<file path="src/rtl/alu_ctrl_pkg.sv">
// rtl/alu_ctrl_pkg.sv - ALU control codes, ALUOp and funct encodings, FSM state type
package alu_ctrl_pkg;

   localparam logic [3:0] ALU_ADD = 4'd0;
   localparam logic [3:0] ALU_SUB = 4'd1;
   localparam logic [3:0] ALU_AND = 4'd2;
   localparam logic [3:0] ALU_OR  = 4'd3;
   localparam logic [3:0] ALU_SLT = 4'd4;
   localparam logic [3:0] ALU_SLL = 4'd5;
   localparam logic [3:0] ALU_SRL = 4'd6;
   localparam logic [3:0] ALU_SRA = 4'd7;
   localparam logic [3:0] ALU_MUL = 4'd8;
   localparam logic [3:0] ALU_DIV = 4'd9;

   localparam logic [1:0] ALUOP_FUNCT = 2'b00;
   localparam logic [1:0] ALUOP_SUB   = 2'b01;
   localparam logic [1:0] ALUOP_SLT   = 2'b10;
   localparam logic [1:0] ALUOP_ADD   = 2'b11;

   localparam int F_ADD = 0;
   localparam int F_SUB = 1;
   localparam int F_AND = 2;
   localparam int F_OR  = 3;
   localparam int F_SLT = 4;
   localparam int F_SLL = 5;
   localparam int F_SRL = 6;
   localparam int F_SRA = 7;
   localparam int F_JR  = 8;
   localparam int F_MUL = 9;
   localparam int F_DIV = 10;

   typedef logic [0:0] state_t;
   localparam state_t ST_IDLE   = 1'b0;
   localparam state_t ST_MD_RUN = 1'b1;

endpackage

</file>
<file path="src/rtl/alu_ctrl_decode.sv">
// rtl/alu_ctrl_decode.sv - combinational ALUOp/funct decode; shifts enabled by ALU_CTRL_SHIFT_EN
module alu_ctrl_decode
   import alu_ctrl_pkg::*;
#(
   parameter int FUNC_W = 6,
   parameter int CTRL_W = 4
) (
   input  logic [1:0]        alu_op,
   input  logic [FUNC_W-1:0] funct,
   output logic [CTRL_W-1:0] code,
   output logic              jr
);

   logic [3:0] code4;

   always_comb begin
      code4 = ALU_ADD;
      jr    = 1'b0;
      case (alu_op)
         ALUOP_ADD: code4 = ALU_ADD;
         ALUOP_SUB: code4 = ALU_SUB;
         ALUOP_SLT: code4 = ALU_SLT;
         default: begin
            case (funct)
               FUNC_W'(F_ADD): code4 = ALU_ADD;
               FUNC_W'(F_SUB): code4 = ALU_SUB;
               FUNC_W'(F_AND): code4 = ALU_AND;
               FUNC_W'(F_OR):  code4 = ALU_OR;
               FUNC_W'(F_SLT): code4 = ALU_SLT;
`ifdef ALU_CTRL_SHIFT_EN
               FUNC_W'(F_SLL): code4 = ALU_SLL;
               FUNC_W'(F_SRL): code4 = ALU_SRL;
               FUNC_W'(F_SRA): code4 = ALU_SRA;
`endif
               FUNC_W'(F_JR): begin
                  code4 = ALU_ADD;
                  jr    = 1'b1;
               end
               FUNC_W'(F_MUL): code4 = ALU_MUL;
               FUNC_W'(F_DIV): code4 = ALU_DIV;
               default:        code4 = ALU_ADD;
            endcase
         end
      endcase
   end

   assign code = CTRL_W'(code4);

endmodule

</file>
<file path="src/rtl/alu_ctrl_pipe.sv">
// rtl/alu_ctrl_pipe.sv - EX-stage ALU control register with multiply/divide busy FSM
// Optional shift decode via macro ALU_CTRL_SHIFT_EN (see alu_ctrl_decode).
module alu_ctrl_pipe
   import alu_ctrl_pkg::*;
#(
   parameter int FUNC_W = 6,
   parameter int CTRL_W = 4,
   parameter int MD_LAT = 4
) (
   input  logic              clk,
   input  logic              rst_n,
   input  logic              valid_in,
   input  logic [1:0]        alu_op,
   input  logic [FUNC_W-1:0] funct,
   input  logic              stall,
   input  logic              flush,
   output logic [CTRL_W-1:0] alu_ctrl,
   output logic              jr_ctrl,
   output logic              valid_out,
   output logic              md_busy,
   output logic              stall_req
);

   localparam int CNT_W = (MD_LAT > 1) ? $clog2(MD_LAT) : 1;

   logic [CTRL_W-1:0] dec_code;
   logic              dec_jr;
   logic              is_md;
   logic              accept;
   state_t            state;
   logic [CNT_W-1:0]  cnt;

   alu_ctrl_decode #(
      .FUNC_W (FUNC_W),
      .CTRL_W (CTRL_W)
   ) u_decode (
      .alu_op (alu_op),
      .funct  (funct),
      .code   (dec_code),
      .jr     (dec_jr)
   );

   assign is_md  = (dec_code == CTRL_W'(ALU_MUL)) || (dec_code == CTRL_W'(ALU_DIV));
   // The edge that leaves MD_RUN also accepts a new instruction, so ops run back to back.
   assign accept = (state == ST_IDLE) || (cnt == '0);

   always_ff @(posedge clk) begin
      if (!rst_n) begin
         state     <= ST_IDLE;
         cnt       <= '0;
         alu_ctrl  <= '0;
         jr_ctrl   <= 1'b0;
         valid_out <= 1'b0;
      end else if (flush) begin
         state     <= ST_IDLE;
         cnt       <= '0;
         alu_ctrl  <= '0;
         jr_ctrl   <= 1'b0;
         valid_out <= 1'b0;
      end else if (!accept) begin
         cnt <= cnt - 1'b1;
      end else if (stall) begin
         state <= ST_IDLE;
         cnt   <= '0;
      end else if (valid_in) begin
         alu_ctrl  <= dec_code;
         jr_ctrl   <= dec_jr;
         valid_out <= 1'b1;
         if (is_md) begin
            state <= ST_MD_RUN;
            cnt   <= CNT_W'(MD_LAT - 1);
         end else begin
            state <= ST_IDLE;
            cnt   <= '0;
         end
      end else begin
         state     <= ST_IDLE;
         cnt       <= '0;
         alu_ctrl  <= '0;
         jr_ctrl   <= 1'b0;
         valid_out <= 1'b0;
      end
   end

   assign md_busy   = (state == ST_MD_RUN);
   assign stall_req = md_busy;

endmodule

</file>
<file path="config.mk">
export PLATFORM = sky130hd
export DESIGN_NAME = alu_ctrl_pipe
export DESIGN_NICKNAME = d
export VERILOG_FILES = /design/src/rtl/alu_ctrl_pkg.sv /design/src/rtl/alu_ctrl_decode.sv /design/src/rtl/alu_ctrl_pipe.sv
export SDC_FILE = /design/constraint.sdc
export NUM_CORES = 1
export LEC_CHECK = 0
export CAP_MARGIN = 20
export CORE_AREA = 2 2 39 41
export DETAILED_ROUTE_END_ITERATION = 12
export DIE_AREA = 0 0 41 43
export HOLD_SLACK_MARGIN = 0.1
export PLACE_DENSITY = 0.68
export SKIP_LAST_GASP = 1
export SLEW_MARGIN = 40
export SYNTH_ARGS = -nofsm -noshare
export SYNTH_HDL_FRONTEND = slang
export SYNTH_SLANG_ARGS = --single-unit
</file>
<file path="constraint.sdc">
create_clock -name clk -period 4.3 [get_ports clk]
set_input_delay 0.86 -clock clk [delete_from_list [all_inputs] [get_ports clk]]
set_output_delay 0.86 -clock clk [all_outputs]
set_load 0.01 [all_outputs]
</file>
==> results.tsv <==
metric	value	unit
timing.rr.start	cnt[0]$_SDFF_PP0_	
final_max_slew_viol_count	0	
numCtsBuffers	3	
cts_num_sinks	9	
rows	14	
dp.cells	87	
worst_pin_slew	474	ps
endpoint_kind	flip-flop	
ant_nets	0	
insertion_delay	260	ps
ys_types	26	
drv_cap	0	
max_slew_margin	0.681	
setup_violations	0	
worst_ep_arrival_time	2490	ps
root_buffer	clkbuf_4	
start_kind	input pin	
synthCells	54	
cts_hold_buf	0	
fill_cells	143	
h-tree-depth	1	
overflow	0	
grt_max_degree	10	
antenna_found_initial	0	
portBuffers	20	
critical_path_class	input pin to flip-flop	
die_w	41	um
hp-start	alu_ctrl[3]$_SDFFE_PP0P_	
crit_required	4480	ps
vdd_drop_max	0.000240	V
cts_tree	built	
worst-path-max-fanout	4	
grt_pass1_wl	1770	um
fin_area	682	um2
period_needed	2310	ps
hold_ws	454	ps
synth_nets	68	
ys_seq_elements	9	
coreArea	0.00138	mm2
final_cell_count_no_fill	91	
wire_per_inst	11.0	um
drive_gt1_frac	0.0933	
die-area	0.00176	mm2
drt-total-wl	1000	um
io_pins	21	
start_util	0.325	
clockBufferDepth	2	
skew	1.93	ps
clock.fmax	0.433	GHz
finalPower	0.173	mW
cts_resized	0	
gp_congestion	0.778	
via_count	458	
multi_input_area	236	um2
rsz0062_at_grt	false	
hp-class	flip-flop to flip-flop	
viasPerCell	5.03	
avgSynthCellArea	8.34	um2
status	finished clean	
p_leak	0.222	nW
place_area	656	um2
crit_start	funct[5]	
post_cts_buffers	0	
drt_iter0_drc	8	
yosysWarnings	0	
diodes	0	
first_pass_iters	2	
finalSetupTns	0	ps
rr_worst_depth	6	
route.detailed.drc	0	
hold_depth	2	
ff_latch_area	180	um2
syn_area	450	um2
die_h	43	um
p_per_area	254	mW/mm2
finalHoldViolCount	0	
area.growth.synth_to_final	51.4	%
gr-usage-all-layers	0.149	
dp_hpwl	807	um
nets	90	
clk_pin_slew_worst_paths	60	ps
synth_seq_area_share	0.400	
timing.final.crit_share	0.537	
grt_pass1_vias	427	
cell type report:
class / count / share of cell area
clock buffer: 4 / 0.0385
multi-input combinational: 37 / 0.347
sequential: 9 / 0.264
timing repair buffer: 20 / 0.294
inverter: 5 / 0.0275
tap: 16 / 0.0294
through the flow:
step | util | setup WS [ps]
after CTS | 0.493 | 1980
after floorplan | - | 2290
final | 0.493 | 1990
after detailed placement | 0.474 | 1710
after global placement | 0.474 | 1780
after global routing | 0.493 | 1820
final timing paths:
path	to	slack (ps)
worst max-delay path	cnt[0]$_SDFF_PP0_	1990
worst min-delay path	alu_ctrl[3]$_SDFFE_PP0P_	450
worst max register to register	cnt[0]$_SDFF_PP0_	2550
worst min register to register	alu_ctrl[3]$_SDFFE_PP0P_	450
sequential cells by signal, indices dropped and copies added (netlist names):
| register | cells |
|---|---|
| alu_ctrl | 4 |
| cnt | 2 |
| jr_ctrl | 1 |
| md_busy | 1 |
| valid_out | 1 |
synth_stat cells:
master    instances  area, um2
nand2_1           6       22.5
buf_1             1       3.75
nor4b_1           1       8.76
a21oi_1           9       45.0
inv_1             5       18.8
o41ai_1           2       17.5
nand4b_1          1       8.76
or2_2             1       6.26
nand2b_1          1       6.26
nor2b_4           1       13.8
nor2_1            1       3.75
nand4_1           1       6.26
nand3b_1          1       7.51
nand3_1           2       10.0
or4_4             1       11.3
ha_1              1       12.5
xnor2_1           1       8.76
dfxtp_1           9        180
o21ai_0           1       5.00
buf_4             1       7.51
nor4_1            2       12.5
clkbuf_1          1       3.75
nor3_1            1       5.00
or2b_1            1       7.51
nor2b_1           1       6.26
or3_4             1       11.3
worst max-delay path: stages:
cell             delay, ps
clkdlybuf4s50_1        450
nor4_1                 480
nand2_1                110
or4_4                  450
a21oi_1                150
cell families after synthesis:
family / share of synthesized area
and+or+nand+nor: 0.328
AOI/OAI and AO/OA: 0.150
buffers and inverters: 0.0750
adders and majority gates: 0.0278
DFF: 0.400
xor gates and xnor gates: 0.0194
metal layers:
layer,up-vias,global-route usage,wire [um]
li1,236,-,-
met1,207,0.186,478
met2,15,0.228,463
met3,0,0.0785,59
met4,0,0.0200,0
met5,-,0,0
power by group:
part | switching, mW | internal, mW | leakage, nW
registers | 0.000302 | 0.0839 | 0.0726
clock network | 0.0284 | 0.0357 | 0.0150
logic | 0.0101 | 0.0146 | 0.134
total | 0.0388 | 0.134 | 0.222
placed cells by master (no fill, tap or decap):
cell type,count
nor4b_1,1
nor2b_1,1
nand4b_1,1
nand2_1,6
nand3_1,2
nor2_1,1
dfxtp_1,9
nand3b_1,1
nor3_1,1
nor2b_4,1
a21oi_1,9
o21ai_0,1
or2b_1,1
ha_1,1
clkbuf_1,1
nand4_1,1
nor4_1,2
or2_2,1
or4_4,1
or3_4,1
inv_1,5
nand2b_1,1
clkdlybuf4s50_1,20
o41ai_1,2
clkbuf_4,3
xnor2_1,1
Power figures use the tool's default switching activity.
